File: src/rtl/bpu_pkg.sv
// bpu_pkg: shared types and sizing helpers for the branch predictor.
// BTB entry layout, table geometry and invalidate-sweep FSM encoding.
package bpu_pkg;

  // Widest PC the entry fields hold; narrower PCs zero-extend into it.
  localparam int BTB_AW = 32;

  typedef struct packed {
    logic              valid;
    logic [BTB_AW-1:0] tag;
    logic [BTB_AW-1:0] target;
    logic              uncond;
  } btb_entry_t;

  typedef enum logic [0:0] {
    ST_IDLE  = 1'b0,
    ST_CLEAR = 1'b1
  } sweep_st_t;

  function automatic int idx_w(input int entries);
    return $clog2(entries);
  endfunction

  function automatic int tag_w(input int pc_w, input int entries);
    return pc_w - $clog2(entries) - 2;
  endfunction

  // Weakly-not-taken: MSB clear, all lower bits set.
  function automatic int ctr_wnt(input int cnt_w);
    return (1 << (cnt_w - 1)) - 1;
  endfunction

  localparam int CTR_WNT = ctr_wnt(2);

endpackage

File: src/rtl/sat_counter.sv
// sat_counter: next-value logic for a saturating up/down counter.
// Load has priority; inc and dec together hold the value.
module sat_counter #(
  parameter int W = 2
) (
  input  logic [W-1:0] cnt_i,
  input  logic         inc_i,
  input  logic         dec_i,
  input  logic         load_i,
  input  logic [W-1:0] load_val_i,
  output logic [W-1:0] cnt_o
);

  // Step toward the rails, sticking at all-ones and zero.
  always_comb begin
    cnt_o = cnt_i;
    if (load_i) begin
      cnt_o = load_val_i;
    end else if (inc_i && !dec_i && (cnt_i != '1)) begin
      cnt_o = cnt_i + W'(1);
    end else if (dec_i && !inc_i && (cnt_i != '0)) begin
      cnt_o = cnt_i - W'(1);
    end
  end

endmodule

File: src/rtl/bpu_btb.sv
// bpu_btb: direct-mapped BTB plus PHT with optional gshare history.
// IF looks up combinationally; ID trains; a sweep FSM invalidates all.
module bpu_btb
  import bpu_pkg::*;
#(
  parameter int ENTRIES = 16,
  parameter int PC_W    = 32,
  parameter int CNT_W   = 2,
  parameter int GHR_W   = 0,
  parameter int PERF_W  = 32
) (
  input  logic              clk,
  input  logic              rst,
  input  logic [PC_W-1:0]   lk_pc,
  output logic              pred_hit,
  output logic              pred_taken,
  output logic [PC_W-1:0]   pred_target,
  input  logic              upd_valid,
  input  logic [PC_W-1:0]   upd_pc,
  input  logic              upd_uncond,
  input  logic              upd_taken,
  input  logic [PC_W-1:0]   upd_target,
  input  logic              upd_pred_taken,
  input  logic [PC_W-1:0]   upd_pred_target,
  output logic              upd_mispredict,
  input  logic              inv_req,
  output logic              busy,
  output logic [PERF_W-1:0] perf_br,
  output logic [PERF_W-1:0] perf_miss
);

  localparam int IDX_W = idx_w(ENTRIES);
  localparam int TAG_W = tag_w(PC_W, ENTRIES);
  localparam logic [CNT_W-1:0] WNT = CNT_W'(ctr_wnt(CNT_W));
  localparam logic [IDX_W-1:0] LAST = IDX_W'(ENTRIES - 1);

  btb_entry_t       btb_q [ENTRIES];
  logic [CNT_W-1:0] pht_q [ENTRIES];

  sweep_st_t        st_q, st_d;
  logic [IDX_W-1:0] idx_q, idx_d;

  logic [PERF_W-1:0] br_q, br_d;
  logic [PERF_W-1:0] miss_q, miss_d;

  logic [IDX_W-1:0] ghr_ext;
  logic [IDX_W-1:0] lk_bi, lk_pi;
  logic [IDX_W-1:0] up_bi, up_pi;
  logic [TAG_W-1:0] lk_tag, up_tag;

  btb_entry_t       lk_e;
  btb_entry_t       wr_e;
  logic [CNT_W-1:0] pht_cur;
  logic [CNT_W-1:0] pht_nxt;

  logic sweep_go;
  logic acc;
  logic unused_pc_lsb;

  assign unused_pc_lsb = ^upd_pc[1:0];

  assign lk_bi  = lk_pc[IDX_W+1:2];
  assign lk_tag = lk_pc[PC_W-1:IDX_W+2];
  assign up_bi  = upd_pc[IDX_W+1:2];
  assign up_tag = upd_pc[PC_W-1:IDX_W+2];

  assign lk_pi = lk_bi ^ ghr_ext;
  assign up_pi = up_bi ^ ghr_ext;

  assign busy     = (st_q == ST_CLEAR);
  assign sweep_go = (st_q == ST_IDLE) && inv_req;
  assign acc      = upd_valid && !busy && !inv_req;

  assign lk_e = btb_q[lk_bi];

  assign pred_hit   = lk_e.valid
                   && (lk_e.tag == BTB_AW'(lk_tag))
                   && !busy;
  assign pred_taken = pred_hit
                   && (lk_e.uncond || pht_q[lk_pi][CNT_W-1]);
  assign pred_target = pred_taken ? lk_e.target[PC_W-1:0]
                                  : lk_pc + PC_W'(4);

  assign upd_mispredict = upd_valid
    && ((upd_taken != upd_pred_taken)
     || (upd_taken && (upd_target != upd_pred_target)));

  // Global history: shifted by accepted conditional outcomes.
  generate
    if (GHR_W > 0) begin : g_ghr
      logic [GHR_W-1:0] ghr_q, ghr_d;

      assign ghr_ext = IDX_W'(ghr_q);

      // Clear on sweep start, else shift in the resolved outcome.
      always_comb begin
        ghr_d = ghr_q;
        if (sweep_go) begin
          ghr_d = '0;
        end else if (acc && !upd_uncond) begin
          ghr_d = (ghr_q << 1) | GHR_W'(upd_taken);
        end
      end

      // History register.
      always_ff @(posedge clk or posedge rst) begin
        if (rst) begin
          ghr_q <= '0;
        end else begin
          ghr_q <= ghr_d;
        end
      end
    end else begin : g_bimodal
      assign ghr_ext = '0;
    end
  endgenerate

  assign pht_cur = pht_q[up_pi];

  sat_counter #(.W(CNT_W)) u_pht_ctr (
    .cnt_i      (pht_cur),
    .inc_i      (upd_taken),
    .dec_i      (!upd_taken),
    .load_i     (1'b0),
    .load_val_i (WNT),
    .cnt_o      (pht_nxt)
  );

  sat_counter #(.W(PERF_W)) u_perf_br (
    .cnt_i      (br_q),
    .inc_i      (acc),
    .dec_i      (1'b0),
    .load_i     (1'b0),
    .load_val_i ('0),
    .cnt_o      (br_d)
  );

  sat_counter #(.W(PERF_W)) u_perf_miss (
    .cnt_i      (miss_q),
    .inc_i      (acc && upd_mispredict),
    .dec_i      (1'b0),
    .load_i     (1'b0),
    .load_val_i ('0),
    .cnt_o      (miss_d)
  );

  assign perf_br   = br_q;
  assign perf_miss = miss_q;

  // Entry written on every accepted taken outcome.
  always_comb begin
    wr_e        = '0;
    wr_e.valid  = 1'b1;
    wr_e.tag    = BTB_AW'(up_tag);
    wr_e.target = BTB_AW'(upd_target);
    wr_e.uncond = upd_uncond;
  end

  // Sweep sequencing: walk every index once, then return to idle.
  always_comb begin
    st_d  = st_q;
    idx_d = idx_q;
    unique case (st_q)
      ST_IDLE: begin
        if (inv_req) begin
          st_d  = ST_CLEAR;
          idx_d = '0;
        end
      end
      ST_CLEAR: begin
        idx_d = idx_q + IDX_W'(1);
        if (idx_q == LAST) begin
          st_d = ST_IDLE;
        end
      end
      default: st_d = ST_IDLE;
    endcase
  end

  // Sweep state and index.
  always_ff @(posedge clk or posedge rst) begin
    if (rst) begin
      st_q  <= ST_IDLE;
      idx_q <= '0;
    end else begin
      st_q  <= st_d;
      idx_q <= idx_d;
    end
  end

  // BTB array: sweep clears valid, taken updates fill an entry.
  always_ff @(posedge clk or posedge rst) begin
    if (rst) begin
      for (int i = 0; i < ENTRIES; i++) begin
        btb_q[i] <= '0;
      end
    end else if (busy) begin
      btb_q[idx_q].valid <= 1'b0;
    end else if (acc && upd_taken) begin
      btb_q[up_bi] <= wr_e;
    end
  end

  // PHT array: sweep reloads weakly-not-taken, branches train.
  always_ff @(posedge clk or posedge rst) begin
    if (rst) begin
      for (int i = 0; i < ENTRIES; i++) begin
        pht_q[i] <= WNT;
      end
    end else if (busy) begin
      pht_q[idx_q] <= WNT;
    end else if (acc && !upd_uncond) begin
      pht_q[up_pi] <= pht_nxt;
    end
  end

  // Performance counters.
  always_ff @(posedge clk or posedge rst) begin
    if (rst) begin
      br_q   <= '0;
      miss_q <= '0;
    end else begin
      br_q   <= br_d;
      miss_q <= miss_d;
    end
  end

endmodule
File: config.mk
export PLATFORM = sky130hd
export DESIGN_NAME = bpu_btb
export DESIGN_NICKNAME = d
export VERILOG_FILES = /design/src/rtl/bpu_pkg.sv /design/src/rtl/sat_counter.sv /design/src/rtl/bpu_btb.sv
export SDC_FILE = /design/constraint.sdc
export NUM_CORES = 2
export LEC_CHECK = 0
export CAP_MARGIN = 10
export CELL_PAD_IN_SITES_DETAIL_PLACEMENT = 2
export CELL_PAD_IN_SITES_GLOBAL_PLACEMENT = 2
export CORE_ASPECT_RATIO = 0.75
export CORE_MARGIN = 2
export CORE_UTILIZATION = 44
export DETAILED_ROUTE_END_ITERATION = 10
export PLACE_DENSITY_LB_ADDON = 0.25
export SYNTH_ARGS = -nofsm -noshare
export SYNTH_HDL_FRONTEND = slang
export SYNTH_SLANG_ARGS = --single-unit
File: constraint.sdc
create_clock -name clk -period 43.2 [get_ports clk]
set_input_delay 8.64 -clock clk [delete_from_list [all_inputs] [get_ports clk]]
set_output_delay 8.64 -clock clk [all_outputs]
set_load 0.02 [all_outputs]
==> out/qor.csv <==
metric;value;unit
fmax;42.3;MHz
ant_nets;0;
dpl.hpwl;106000;um
setup_viol;0;
synthMuxAreaShare;35.0;%
cp-start-kind;primary input;
relSlewSlack;13.9;%
fp.dieW;396;um
skew;16.7;ps
status;complete, no violations;
p_leak;27.6;nW
yosys.cell_types.count;67;
port_buffers;232;
grt_max_degree;163;
synth_seq_cells;1061;
synthXorXnorAreaFrac;2.39;%
reg2reg_depth;6;
fin_nets;3773;
clock_sinks;1061;
cts_hold_buffers;0;
finalCritPeriodShare;54.7;%
whs_endpoint;btb_q[461]$_DFFE_PP0P_;
syn_area;50600;um2
wl;170000;um
grt_util_met1;40.7;%
synth_edf_count;0;
hp-start;btb_q[461]$_DFFE_PP0P_;
clk_path_buf_depth;3;
crit_type;in -> out;
cap_violations;0;
synth_cells;3510;
drt_first_pass_iters;6;
syn2layout_area_growth;14.3;%
required;34560;ps
synth.avg_cell_area;14.4;um2
rows;107;
peakVddDrop;0.0000309;V
r2r-end;btb_q[796]$_DFFE_PP0P_;
synth-seq-area-share;52.5;%
crit_slowest_cell;buf_4;
hold_violations;0;
multiInputGateArea;22700;um2
use_met3;5.35;%
cp_common_cell;buf_4;
cts_made_buffers;110;
synth_top_family_by_area;multiplexers;
yosys_warnings;0;
start_util;44.5;%
path_cells;buf_8 > buf_4 > buf_4 > mux4_2 > o22a_1 > a21oi_1 > nor4_1 > a21oi_1 > a2111oi_2 > nand4_1 > nor4_4 > buf_4 > mux2_1 > clkdlybuf4s50_1;
drv_slew;0;
grt_pass1_wl;254000;um
postSynth.asyncResetShare;100;%
clkLatencyLatePin;700;ps
drtIter0Drc;2007;
crit_fanout;63;
worstPathArrival;15010;ps
grt_remaining_overflow;0;
wire_per_inst;32.4;um
synthesis.nets;3654;
hp-class;reg -> reg;
synthSimpleGateAreaFrac;4.33;%
grt_pass1_vias;36362;
stdcell_area;57800;um2
final.setup.tns;0;ps
layout-drive-gt1-share;39.8;%
place_area;54100;um2
cts_tree;done;
end_kind;output pin;
gp_congestion;0.882;
synthAdderAreaFrac;0.223;%
drc;0;
power_density;41.3;nW/um2
reg2reg_slack;38780;ps
die_h;298;um
htree_levels;3;
grt_util_met2;46.6;%
grt_setup_unrepaired;false;
clk_pin_slew;60;ps
vias_per_cell;6.11;
cts_root_buf;clkbuf_16;
post_cts_buffers;0;
critPathLaunch;lk_pc[3];
ios;235;
antenna_found_initial;12;
critPathMaxStageDelay;880;ps
tightest_slew;1260;ps
period_minus_slack;23650;ps
nFillCells;10329;
grt.total_usage;29.0;%
ys.flop_type;dfrtp_1;
whs_path_depth;2;
post_cts_resized;0;
ff_latch_area;26600;um2
synth_compound_area_share;2.74;%
reg2reg_from;busy$_DFF_PP0_;
grt.busiest_layer;met2;
num_vias;32079;
dieArea;118000;um2
core_area;114000;um2
-- cells in the mapped netlist (all sizes together) (10+ instances only) --
cell	instances	share of area, %
a21oi	39	0.39
and3	24	0.30
xnor2	73	1.3
dfstp	16	0.83
a22oi	24	0.36
mux4	239	11
buf	128	1.4
nor4	18	0.25
xor2	65	1.1
clkbuf	153	1.1
o21ai	40	0.40
and2	10	0.12
nand4	28	0.35
a22o	10	0.17
nand2b	15	0.19
nand3	65	0.64
nor2b	19	0.23
dfrtp	1045	52
inv	34	0.25
mux2	974	22
nor3	29	0.29
nand2	138	1.0
mux2i	126	2.5
nor2	77	0.57
a2111oi	10	0.21
-- layout by cell type, fill, tap and decap left out, types with 27 or more instances in the layout --
| cell type | instances |
|---|---|
| a21oi_1 | 39 |
| buf_4 | 55 |
| clkbuf_16 | 113 |
| clkdlybuf4s50_1 | 228 |
| dfrtp_1 | 1045 |
| inv_1 | 33 |
| mux2_2 | 946 |
| mux2i_1 | 126 |
| mux4_2 | 235 |
| nand2_1 | 129 |
| nand3_1 | 64 |
| nand4_1 | 28 |
| nor2_1 | 75 |
| nor3_1 | 27 |
| o21ai_0 | 40 |
| xnor2_1 | 73 |
| xor2_1 | 65 |
-- worst max-delay path: cells and delay by family --
| kind | cells | cell delay [ps] |
|---|---|---|
| simple gates | 3 | 1090 |
| mux | 2 | 1030 |
| compound gates | 4 | 730 |
| buf+inv | 5 | 3200 |
-- area by class of cell --
class                      instances  area share [%]
inverter                          35           0.244
multi-input combinational       2133            39.3
timing repair buffer             288            4.77
antenna                            1         0.00433
tap                             1526            3.30
sequential                      1061            45.9
clock inverter                    38           0.738
clock buffer                     165            5.68
-- sequential cells by signal (all words and copies together) (netlist names) --
register / count
perf_miss: 32
busy: 1
pht_q: 32
perf_br: 32
btb_q: 960
idx_q: 4
-- logic make-up (layout without fill, tap and decap cells) --
family / after synthesis / count (layout)
buffers and inverters: 316 / 526
flip-flops: 1061 / 1061
adder cells (fa/ha/maj): 9 / 9
multiplexers: 1339 / 1339
XOR/XNOR: 138 / 138
AO/OA/AOI/OAI: 200 / 200
other: 0 / 1
AND/OR/NAND/NOR: 447 / 447
-- worst max path at each step --
stage / end / slack (ps)
global route: pred_target[26] / 19160
floorplan: btb_q[0]$_DFFE_PP0P_ / 4720
finish: pred_target[26] / 19550
detailed placement: pred_target[26] / 19640
global placement: pred_target[26] / 19560
CTS: pred_target[26] / 19540
-- layer usage --
metal,wire [um],share of wire (%),vias up
li1,-,-,13190
met1,75000,44,17740
met2,81100,48,851
met3,9090,5.3,286
met4,4750,2.8,12
met5,69,0.041,-
-- power breakdown --
group | leakage (nW) | switching [mW] | internal, mW
clock network | 1.84 | 0.414 | 0.571
logic | 11.1 | 0.167 | 0.127
registers | 14.6 | 0.0479 | 1.06
total | 27.6 | 0.629 | 1.76
-- metrics by stage --
| step | setup slack, ps | utilization, % | total power, mW | hold slack (ps) | cells |
|---|---|---|---|---|---|
| after detailed placement | 19640 | 47.6 | 1.42 | 474 | 5043 |
| after global placement | 19560 | 47.6 | 1.39 | 457 | 5043 |
| after floorplan | 4720 | - | 1.30 | 441 | 3510 |
| final | 19550 | 50.8 | 2.39 | 487 | 5247 |
| after CTS | 19540 | 50.8 | 2.41 | 490 | 5246 |
| after global routing | 19160 | 50.8 | 2.48 | 507 | 5247 |
No activity file was read; power rests on OpenSTA's default activity.
